--- src/rtl/disp_scan_sched_pkg.sv ---
// Shared constants, state encoding and frame payload for the display scan scheduler.
package disp_scan_sched_pkg;

  localparam int unsigned NUM_DIGITS    = 6;
  localparam int unsigned NUM_SEGS      = 7;
  localparam int unsigned GAP_TICKS_DEF = 1;
  localparam int unsigned DIG_W         = 4;
  localparam int unsigned BCD_W         = NUM_DIGITS * DIG_W;
  localparam int unsigned DISP_W        = $clog2(NUM_DIGITS);
  localparam int unsigned SEG_W         = $clog2(NUM_SEGS);

  localparam logic [DIG_W-1:0] BLANK_CODE = 4'd10;

  typedef enum logic [1:0] {
    ST_IDLE = 2'd0,
    ST_SCAN = 2'd1,
    ST_GAP  = 2'd2
  } scan_state_e;

  typedef struct packed {
    logic [NUM_DIGITS-1:0][DIG_W-1:0] bcd;
    logic [NUM_DIGITS-1:0]            blank_mask;
    logic                             lz_en;
  } frame_t;

  // Digit is dark when masked, non-BCD, or a suppressed leading zero on the top digit.
  function automatic logic digit_blanked(input frame_t f, input logic [DISP_W-1:0] idx);
    logic [DIG_W-1:0] d;
    d = f.bcd[idx];
    return f.blank_mask[idx] || (d > 4'd9) ||
           (f.lz_en && (idx == DISP_W'(NUM_DIGITS - 1)) && (d == '0));
  endfunction

endpackage

--- src/rtl/disp_frame_buf.sv ---
// Pending/active frame double buffer with valid/ready intake and boundary load.
module disp_frame_buf
  import disp_scan_sched_pkg::*;
(
  input  logic   clk_500u,
  input  logic   rst,
  input  logic   frame_valid_i,
  output logic   frame_ready_o,
  input  frame_t frame_i,
  input  logic   load_i,
  output frame_t pend_o,
  output frame_t act_o,
  output logic   pend_full_o
);

  frame_t pend_q, pend_d;
  frame_t act_q, act_d;
  logic   full_q, full_d;

  // Load at boundary frees the pending slot; intake only when the slot is empty.
  always_comb begin
    pend_d = pend_q;
    act_d  = act_q;
    full_d = full_q;
    if (load_i && full_q) begin
      act_d  = pend_q;
      full_d = 1'b0;
    end
    if (frame_valid_i && !full_q) begin
      pend_d = frame_i;
      full_d = 1'b1;
    end
  end

  // Buffer registers; reset drops both frames.
  always_ff @(posedge clk_500u or negedge rst) begin
    if (!rst) begin
      pend_q <= '0;
      act_q  <= '0;
      full_q <= 1'b0;
    end else begin
      pend_q <= pend_d;
      act_q  <= act_d;
      full_q <= full_d;
    end
  end

  assign frame_ready_o = ~full_q;
  assign pend_o        = pend_q;
  assign act_o         = act_q;
  assign pend_full_o   = full_q;

endmodule

--- src/rtl/disp_scan_sched.sv ---
// Segment/digit scan scheduler for the 6-digit serial 7-segment display.
module disp_scan_sched
  import disp_scan_sched_pkg::*;
#(
  parameter int unsigned GAP_TICKS = GAP_TICKS_DEF
) (
  input  logic                  clk_500u,
  input  logic                  rst,
  input  logic                  frame_valid_i,
  output logic                  frame_ready_o,
  input  logic [BCD_W-1:0]      frame_bcd_i,
  input  logic [NUM_DIGITS-1:0] blank_mask_i,
  input  logic                  lz_en_i,
  input  logic                  disp_type_i,
  input  logic [NUM_SEGS-1:0]   seg_vec_i,
  output logic [DIG_W-1:0]      bcd_out_o,
  output logic [DISP_W-1:0]     disp_sel_o,
  output logic [SEG_W-1:0]      seg_sel_o,
  output logic                  seg_bit_o,
  output logic                  blank_o,
  output logic                  frame_start_o
);

  localparam int unsigned GAP_W = (GAP_TICKS > 0) ? $clog2(GAP_TICKS + 1) : 1;
  localparam logic [GAP_W-1:0]  GAP_LAST   = (GAP_TICKS > 0) ? GAP_W'(GAP_TICKS - 1) : '0;
  localparam logic [DISP_W-1:0] LAST_DIGIT = DISP_W'(NUM_DIGITS - 1);
  localparam logic [SEG_W-1:0]  LAST_SEG   = SEG_W'(NUM_SEGS - 1);

  scan_state_e       state_q, state_d;
  logic [DISP_W-1:0] disp_q, disp_d;
  logic [SEG_W-1:0]  seg_q, seg_d;
  logic [GAP_W-1:0]  gap_q, gap_d;
  logic [DIG_W-1:0]  bcd_q, bcd_d;
  logic              blank_q, blank_d;
  logic              fs_q, fs_d;

  logic   load_c;
  logic   next_digit_c;
  frame_t frame_in_c;
  frame_t view_c;
  frame_t pend_frame;
  frame_t act_frame;
  logic   pend_full;

  // Pack the incoming frame fields into the buffer payload.
  always_comb begin
    frame_in_c.bcd        = frame_bcd_i;
    frame_in_c.blank_mask = blank_mask_i;
    frame_in_c.lz_en      = lz_en_i;
  end

  disp_frame_buf u_frame_buf (
    .clk_500u      (clk_500u),
    .rst           (rst),
    .frame_valid_i (frame_valid_i),
    .frame_ready_o (frame_ready_o),
    .frame_i       (frame_in_c),
    .load_i        (load_c),
    .pend_o        (pend_frame),
    .act_o         (act_frame),
    .pend_full_o   (pend_full)
  );

  // Scan sequencing plus next-tick output decode from the frame that will be active.
  always_comb begin
    state_d      = state_q;
    disp_d       = disp_q;
    seg_d        = seg_q;
    gap_d        = gap_q;
    load_c       = 1'b0;
    next_digit_c = 1'b0;
    bcd_d        = BLANK_CODE;
    blank_d      = 1'b1;
    fs_d         = 1'b0;

    case (state_q)
      ST_IDLE: begin
        if (pend_full) begin
          state_d = ST_SCAN;
          disp_d  = '0;
          seg_d   = '0;
          load_c  = 1'b1;
        end
      end
      ST_SCAN: begin
        if (seg_q == LAST_SEG) begin
          seg_d = '0;
          if (GAP_TICKS > 0) begin
            state_d = ST_GAP;
            gap_d   = '0;
          end else begin
            next_digit_c = 1'b1;
          end
        end else begin
          seg_d = seg_q + SEG_W'(1);
        end
      end
      ST_GAP: begin
        if (gap_q == GAP_LAST) begin
          state_d      = ST_SCAN;
          gap_d        = '0;
          next_digit_c = 1'b1;
        end else begin
          gap_d = gap_q + GAP_W'(1);
        end
      end
      default: state_d = ST_IDLE;
    endcase

    // Wrapping past the last digit is the frame boundary.
    if (next_digit_c) begin
      if (disp_q == LAST_DIGIT) begin
        disp_d = '0;
        load_c = 1'b1;
      end else begin
        disp_d = disp_q + DISP_W'(1);
      end
    end

    view_c = (load_c && pend_full) ? pend_frame : act_frame;

    if (state_d == ST_SCAN) begin
      fs_d = (disp_d == '0) && (seg_d == '0);
      if (!digit_blanked(view_c, disp_d)) begin
        blank_d = 1'b0;
        bcd_d   = view_c.bcd[disp_d];
      end
    end
  end

  // State and registered outputs.
  always_ff @(posedge clk_500u or negedge rst) begin
    if (!rst) begin
      state_q <= ST_IDLE;
      disp_q  <= '0;
      seg_q   <= '0;
      gap_q   <= '0;
      bcd_q   <= BLANK_CODE;
      blank_q <= 1'b1;
      fs_q    <= 1'b0;
    end else begin
      state_q <= state_d;
      disp_q  <= disp_d;
      seg_q   <= seg_d;
      gap_q   <= gap_d;
      bcd_q   <= bcd_d;
      blank_q <= blank_d;
      fs_q    <= fs_d;
    end
  end

  assign bcd_out_o     = bcd_q;
  assign disp_sel_o    = disp_q;
  assign seg_sel_o     = seg_q;
  assign blank_o       = blank_q;
  assign frame_start_o = fs_q;

  // Off level equals disp_type; lit ticks pass the decoder bit straight through.
  assign seg_bit_o = blank_q ? disp_type_i : seg_vec_i[seg_sel_q_idx()];

  function automatic logic [SEG_W-1:0] seg_sel_q_idx();
    return seg_q;
  endfunction

endmodule
--- config.mk ---
export PLATFORM = sky130hd
export DESIGN_NAME = disp_scan_sched
export DESIGN_NICKNAME = d
export VERILOG_FILES = /design/src/rtl/disp_scan_sched_pkg.sv /design/src/rtl/disp_frame_buf.sv /design/src/rtl/disp_scan_sched.sv
export SDC_FILE = /design/constraint.sdc
export NUM_CORES = 1
export LEC_CHECK = 0
export CAP_MARGIN = 25
export CORE_ASPECT_RATIO = 0.75
export CORE_MARGIN = 4
export CORE_UTILIZATION = 55
export CTS_BUF_LIST = sky130_fd_sc_hd__clkbuf_8
export DETAILED_ROUTE_END_ITERATION = 16
export GPL_ROUTABILITY_DRIVEN = 0
export GPL_TIMING_DRIVEN = 1
export PLACE_DENSITY = 0.85
export SLEW_MARGIN = 20
export SYNTH_ARGS = -nofsm -noshare
export SYNTH_HDL_FRONTEND = slang
export SYNTH_HIERARCHICAL = 1
export SYNTH_SLANG_ARGS = --single-unit
--- constraint.sdc ---
create_clock -name clk_500u -period 3.6 [get_ports clk_500u]
set_input_delay 0.72 -clock clk_500u [delete_from_list [all_inputs] [get_ports clk_500u]]
set_output_delay 0.72 -clock clk_500u [all_outputs]
set_load 0.03 [all_outputs]
* Yosys cells after proc, flatten, opt, wreduce, memory -nomap -nowiden
Cells that the tools add are included.
Storage, ports and cells: latch bits 0, memory bits (writable) 0, memories kept 0, word-level logic and storage cells 88, ROM bits 0, bits in registers 78
Cells by class: equality and inequality tests 7, div/mod/pow operators 0, $add $sub $neg 3, shifts and indexed selects 0, $mul 0, mux-type cells 35, magnitude comparators 3, reduce and logical (&&, ||, !) cells 15, bitwise operators 1
Operators by type and width (number):
- 31-bit two-way mux | 1
- 3-bit two-way mux | 6
- 1-bit two-way mux | 16
- 4-bit binary-select mux with 3-bit select | 1
- 4-bit two-way mux | 3
- 3-bit == test (second input constant) | 3
- 3-bit by 4-bit < comparator with 1-bit output (second input constant) | 2
- 3-bit by 1-bit adder with 3-bit output (second input constant) | 2
- 1-bit binary-select mux with 3-bit select | 2
- 3-bit logical NOT | 2
- 2-bit two-way mux | 3
- 2-bit one-hot mux with 3 select lines | 1
- 3-bit one-hot mux with 2 select lines | 1
- 1-bit logical AND | 5
- 2-bit by 1-bit == test with 1-bit output (second input constant) | 2
- 4-bit > comparator (second input constant) | 1
- 4-bit logical NOT | 1
- 2-bit nonzero test | 2
- 2-bit == test (second input constant) | 1
- 2-bit logical NOT | 1
- 1-bit logical OR | 2
- 2-bit inequality test (second input constant) | 1
- 1-bit one-hot mux with 2 select lines | 1
- 2-bit AND reduction | 1
- other kinds (3) | 3

* Longest topological paths before layout
depth in word-level cells 13, mapped depth 9, gate-level depth less buffers 8

* Cells and area by module
Netlist, hierarchy kept.
By module, submodules not included:
- disp_frame_buf | cells an instance 136, seq. area each 1576.5 um2, area an instance 2472.4 um2, times used 1
- disp_scan_sched | cells an instance 148, seq. area each 354.1 um2, area an instance 1261.2 um2, times used 1

* Worst setup path before layout
Ideal clock, no wire load.
path type reg-to-output, from register seg_q[1] (netlist: seg_sel_o[1]), to output port seg_bit_o, path buffers 1, stages on the path, launching flop included 6, slack 1.044 ns, arrival time 1.836 ns, data required time 2.880 ns, cell sequence dfrtp_1 -> clkbuf_1 -> mux2i_1 -> o211ai_1 -> o21ai_0 -> o21ai_0
Between the ends: word-level cells in the longest chain between the ends 3
Ends and longest elaborated chain:
- from (decl) | line disp_scan_sched.sv:31 | logic [SEG_W-1:0] seg_q, seg_d;
- from (signal assigned) | line disp_scan_sched.sv:144 | seg_q <= seg_d;
- 1-bit binary-select mux with 3-bit select | line disp_scan_sched.sv:159 | assign seg_bit_o = blank_q ? disp_type_i : seg_vec_i[seg_sel_q_idx()];
- 1-bit two-way mux (implied by the code) | line disp_scan_sched.sv:159
- 1-bit two-way mux | line disp_scan_sched.sv:159
- to (decl) | line disp_scan_sched.sv:19 | output logic seg_bit_o,
Every way passes these cells. The select of a mux whose other input is x is not followed.

* Worst setup path after layout
from input port seg_vec_i[3], to output port seg_bit_o
Between the ends: word-level cells in the longest chain between the ends 3
Ends and longest elaborated chain:
- from (decl) | line disp_scan_sched.sv:15 | input logic [NUM_SEGS-1:0] seg_vec_i,
- 1-bit binary-select mux with 3-bit select | line disp_scan_sched.sv:159
- 1-bit two-way mux (implied by the code) | line disp_scan_sched.sv:159
- 1-bit two-way mux | line disp_scan_sched.sv:159
Every way passes these cells. The select of a mux whose other input is x is not followed.

==> metrics.md <==
| Metric | Value |
|---|---|
| Final setup TNS | `0 ps` |
| Finished Layout Cells | `~420` |
| Fraction of layout cells with a size suffix above 1 | `0.2857` |
| CTS max path bufs | `2` |
| Setup Viol. Count Final | `0` |
| Max-slew headroom | `0.5569` |
| Worst setup SP type | `input pin` |
| GR Util All Layers | `0.1912` |
| Worst Reg-to-Reg Cells | `6` |
| Post-synthesis sequential area ratio | `0.5171` |
| Vias in the first global route | `2386` |
| Reg2Reg Launch Point | `state_q[0]` |
| Total clock sinks | `between 70 and 80` |
| Post-layout net count | `380` |
| DR iter-0 viols | `124` |
| Commonest non-fill, non-tap cells in the layout | `dfrtp_1 (74), clkdlybuf4s50_1 (54), mux2_2 (35), mux2_4 (29), nand2_1 (16)` |
| Synth Instances | `284` |
| Hold Path Class | `input pin to asynchronous set/reset pin` |
| Max Clock Skew | `5.576 ps` |
| Slowest stage cell on the critical path | `clkdlybuf4s50_1` |
| Highest clock rate | `about 320 MHz` |
| Initial cell density of the core | `0.5794` |
| CTS tree | `done` |
| Crit Reg-Reg Endpoint | `bcd_out_o[2]` |
| Crit path largest cell delay | `590 ps` |
| Max-Cap Viols | `0` |
| Wire per inst | `16.92 um` |
| Endpoints failing hold | `0` |
| # rows | `25` |
| Drt via density | `5.788` |
| Family with the most delay on the worst path | `buffers and inverters` |
| Total CTS buffers | `9` |
| CTS Hold Bufs | `0` |
| Final antenna-violating net count | `0` |
| CP required | `2880 ps` |
| Leakage power | `around 2.0 nW` |
| CORE AREA | `about 0.0064 mm^2` |
| Clk slew on worst S/H paths | `70 ps` |
| # DRC | `0` |
| Worst slew pin tran | `around 660 ps` |
| Flop-to-flop setup slack | `920 ps` |
| Buffers on Ports | `55` |
| WP data arrival | `~2400 ps` |
| Die area | `about 0.008 mm^2` |
| Number of antenna violations at the first check in global routing | `0` |
| Final instance area | `approximately 0.0045 mm^2` |
| Vias | `2454` |
| Status | `complete, no violations` |
| Avg Cell Area, Syn | `13.15 um^2` |
| Synth area leaders | `dfrtp_1 (50%), mux2_4 (12%), mux2_2 (11%)` |
| Critical path class | `input pin to output port` |
| Critical Path Sink Type | `output port` |
| # IOs | `56` |
| Post-cts resize count | `0` |
| Yosys warns | `6` |
| Async S/R FF share, synth | `1.000` |
| Htree depth | `3` |
| Die height | `79.36 um` |
| Final HPWL DP | `roughly 5000 um` |
| Syn Std Cell Area | `between 0.003 and 0.004 mm^2` |
| Width of the die | `roughly 100 um` |
| Crit-path max FO | `1` |
| Inst Count DP | `407` |
| Flops & latches, synth | `77` |
| Dominant synthesized flop cell | `dfrtp_1` |
| Clock period minus worst slack | `between 3000 and 4000 ps` |
| Unique masters post-synth | `54` |
| EDFF count, synth | `0` |
| Grt total ovfl | `0` |
| First-pass GRT wire length | `about 12000 um` |
| Final period utilization | `0.8681` |
| Setup bufs post-CTS | `0` |
| Clock latency on the worst-skew pair | `around 350 ps` |
| N_diodes | `0` |
| Power Density | `586.2 mW/mm^2` |
| Top cell type's share of synthesized area | `0.4960` |
| RSZ-0062 raised after global routing | `no` |
| WL final | `between 7000 and 8000 um` |
| CTS Root Cell | `clkbuf_8` |
| Layout area overhead | `20.84%` |
| Crit path buffers/inverters | `2` |
| Largest net degree at the start of global routing | `roughly 80` |
| Commonest non-fill, non-tap cell in the layout | `dfrtp_1` |
| Post-Synthesis Net Count | `326` |
| First-pass detailed-route iteration total | `4` |
| Placement Cell Area | `approximately 0.0043 mm^2` |
| Slew Limit Fails | `0` |
| Crit-path cells | `clkdlybuf4s50_1 -> mux4_2 -> o21ai_0 -> o21ai_0 -> clkdlybuf4s50_1` |
| Peak supply drop | `0.3363 mV` |
| Post-synth top area cell | `dfrtp_1` |
routing by layer:
| layer | vias up | GRT usage | wire (um) |
|---|---|---|---|
| met5 | - | 0 | 0 |
| met3 | 11 | 0.06497 | 522 |
| met4 | 0 | 0.06727 | 95 |
| met1 | 1215 | 0.2743 | 3432 |
| met2 | 79 | 0.2695 | 3121 |
| li1 | 1149 | - | - |
where the power goes:
group	total [mW]	leakage [nW]	internal, mW	switching, mW
combinational	0.629	0.953	0.386	0.242
sequential	1.34	0.919	1.16	0.175
clock	0.678	0.117	0.383	0.295
synthesized netlist by cell type (3+ instances only):
cell type / n
dfstp_2: 3
buf_4: 5
a21oi_1: 7
nand3b_1: 3
nand2_1: 16
o221a_2: 3
nor3_1: 8
o21ai_0: 10
inv_1: 7
buf_6: 6
nor2_1: 9
o211ai_1: 3
nand3_1: 3
mux2i_1: 8
dfrtp_1: 74
mux2_4: 29
nor2b_1: 3
mux2_2: 35
o21bai_1: 3
nor3b_1: 4
final cells by class:
cell class / count / area (um^2)
timing repair buffer: 58 / 583.1
clock buffer: 9 / 123.9
tap: 81 / 101.3
multi-input combinational: 185 / 1662
fill: 462 / 1932
inverter: 7 / 26.28
clock inverter: 7 / 85.08
sequential: 77 / 1931
cell families (layout without fill, tap and decap cells):
logic type             Yosys count  after routing  synth area share
AOI/OAI and AO/OA               54             54            0.1089
buffers and inverters           22             81           0.03988
DFF                             77             77            0.5171
muxes                           73             73            0.2497
and+or+nand+nor                 58             58           0.08445
flip-flops by register name (all words and copies together) (netlist names):
signal,count
u_frame_buf/act_o,31
u_frame_buf/pend_o,31
bcd_out_o,4
disp_sel_o,3
seg_sel_o,3
state_q,2
blank_o,1
frame_start_o,1
u_frame_buf/pend_full_o,1
worst max path at each step:
stage,startpoint,end,slack [ps],depth (start not counted)
2_1_floorplan,seg_sel_o[1],seg_bit_o,1040,5
3_3_place_gp,seg_vec_i[3],seg_bit_o,470,5
3_5_place_dp,seg_vec_i[3],seg_bit_o,470,5
4_1_cts,seg_vec_i[3],seg_bit_o,470,5
5_1_grt,seg_vec_i[3],seg_bit_o,420,5
6_report,seg_vec_i[3],seg_bit_o,470,5
through the flow:
| step | worst slack, ps | hold WS, ps | total power, mW | util |
|---|---|---|---|---|
| 2_1_floorplan | 1044 | 424.4 | 1.750 | - |
| 3_3_place_gp | 472.7 | 479.4 | 1.945 | 0.6647 |
| 3_5_place_dp | 471.5 | 485.8 | 1.983 | 0.6647 |
| 4_1_cts | 470.3 | 502.9 | 2.672 | 0.6971 |
| 5_1_grt | 420.6 | 344.1 | 2.789 | 0.7002 |
| 6_report | 475.0 | 322.2 | 2.645 | 0.7002 |
(Power assumes the default switching activity.)
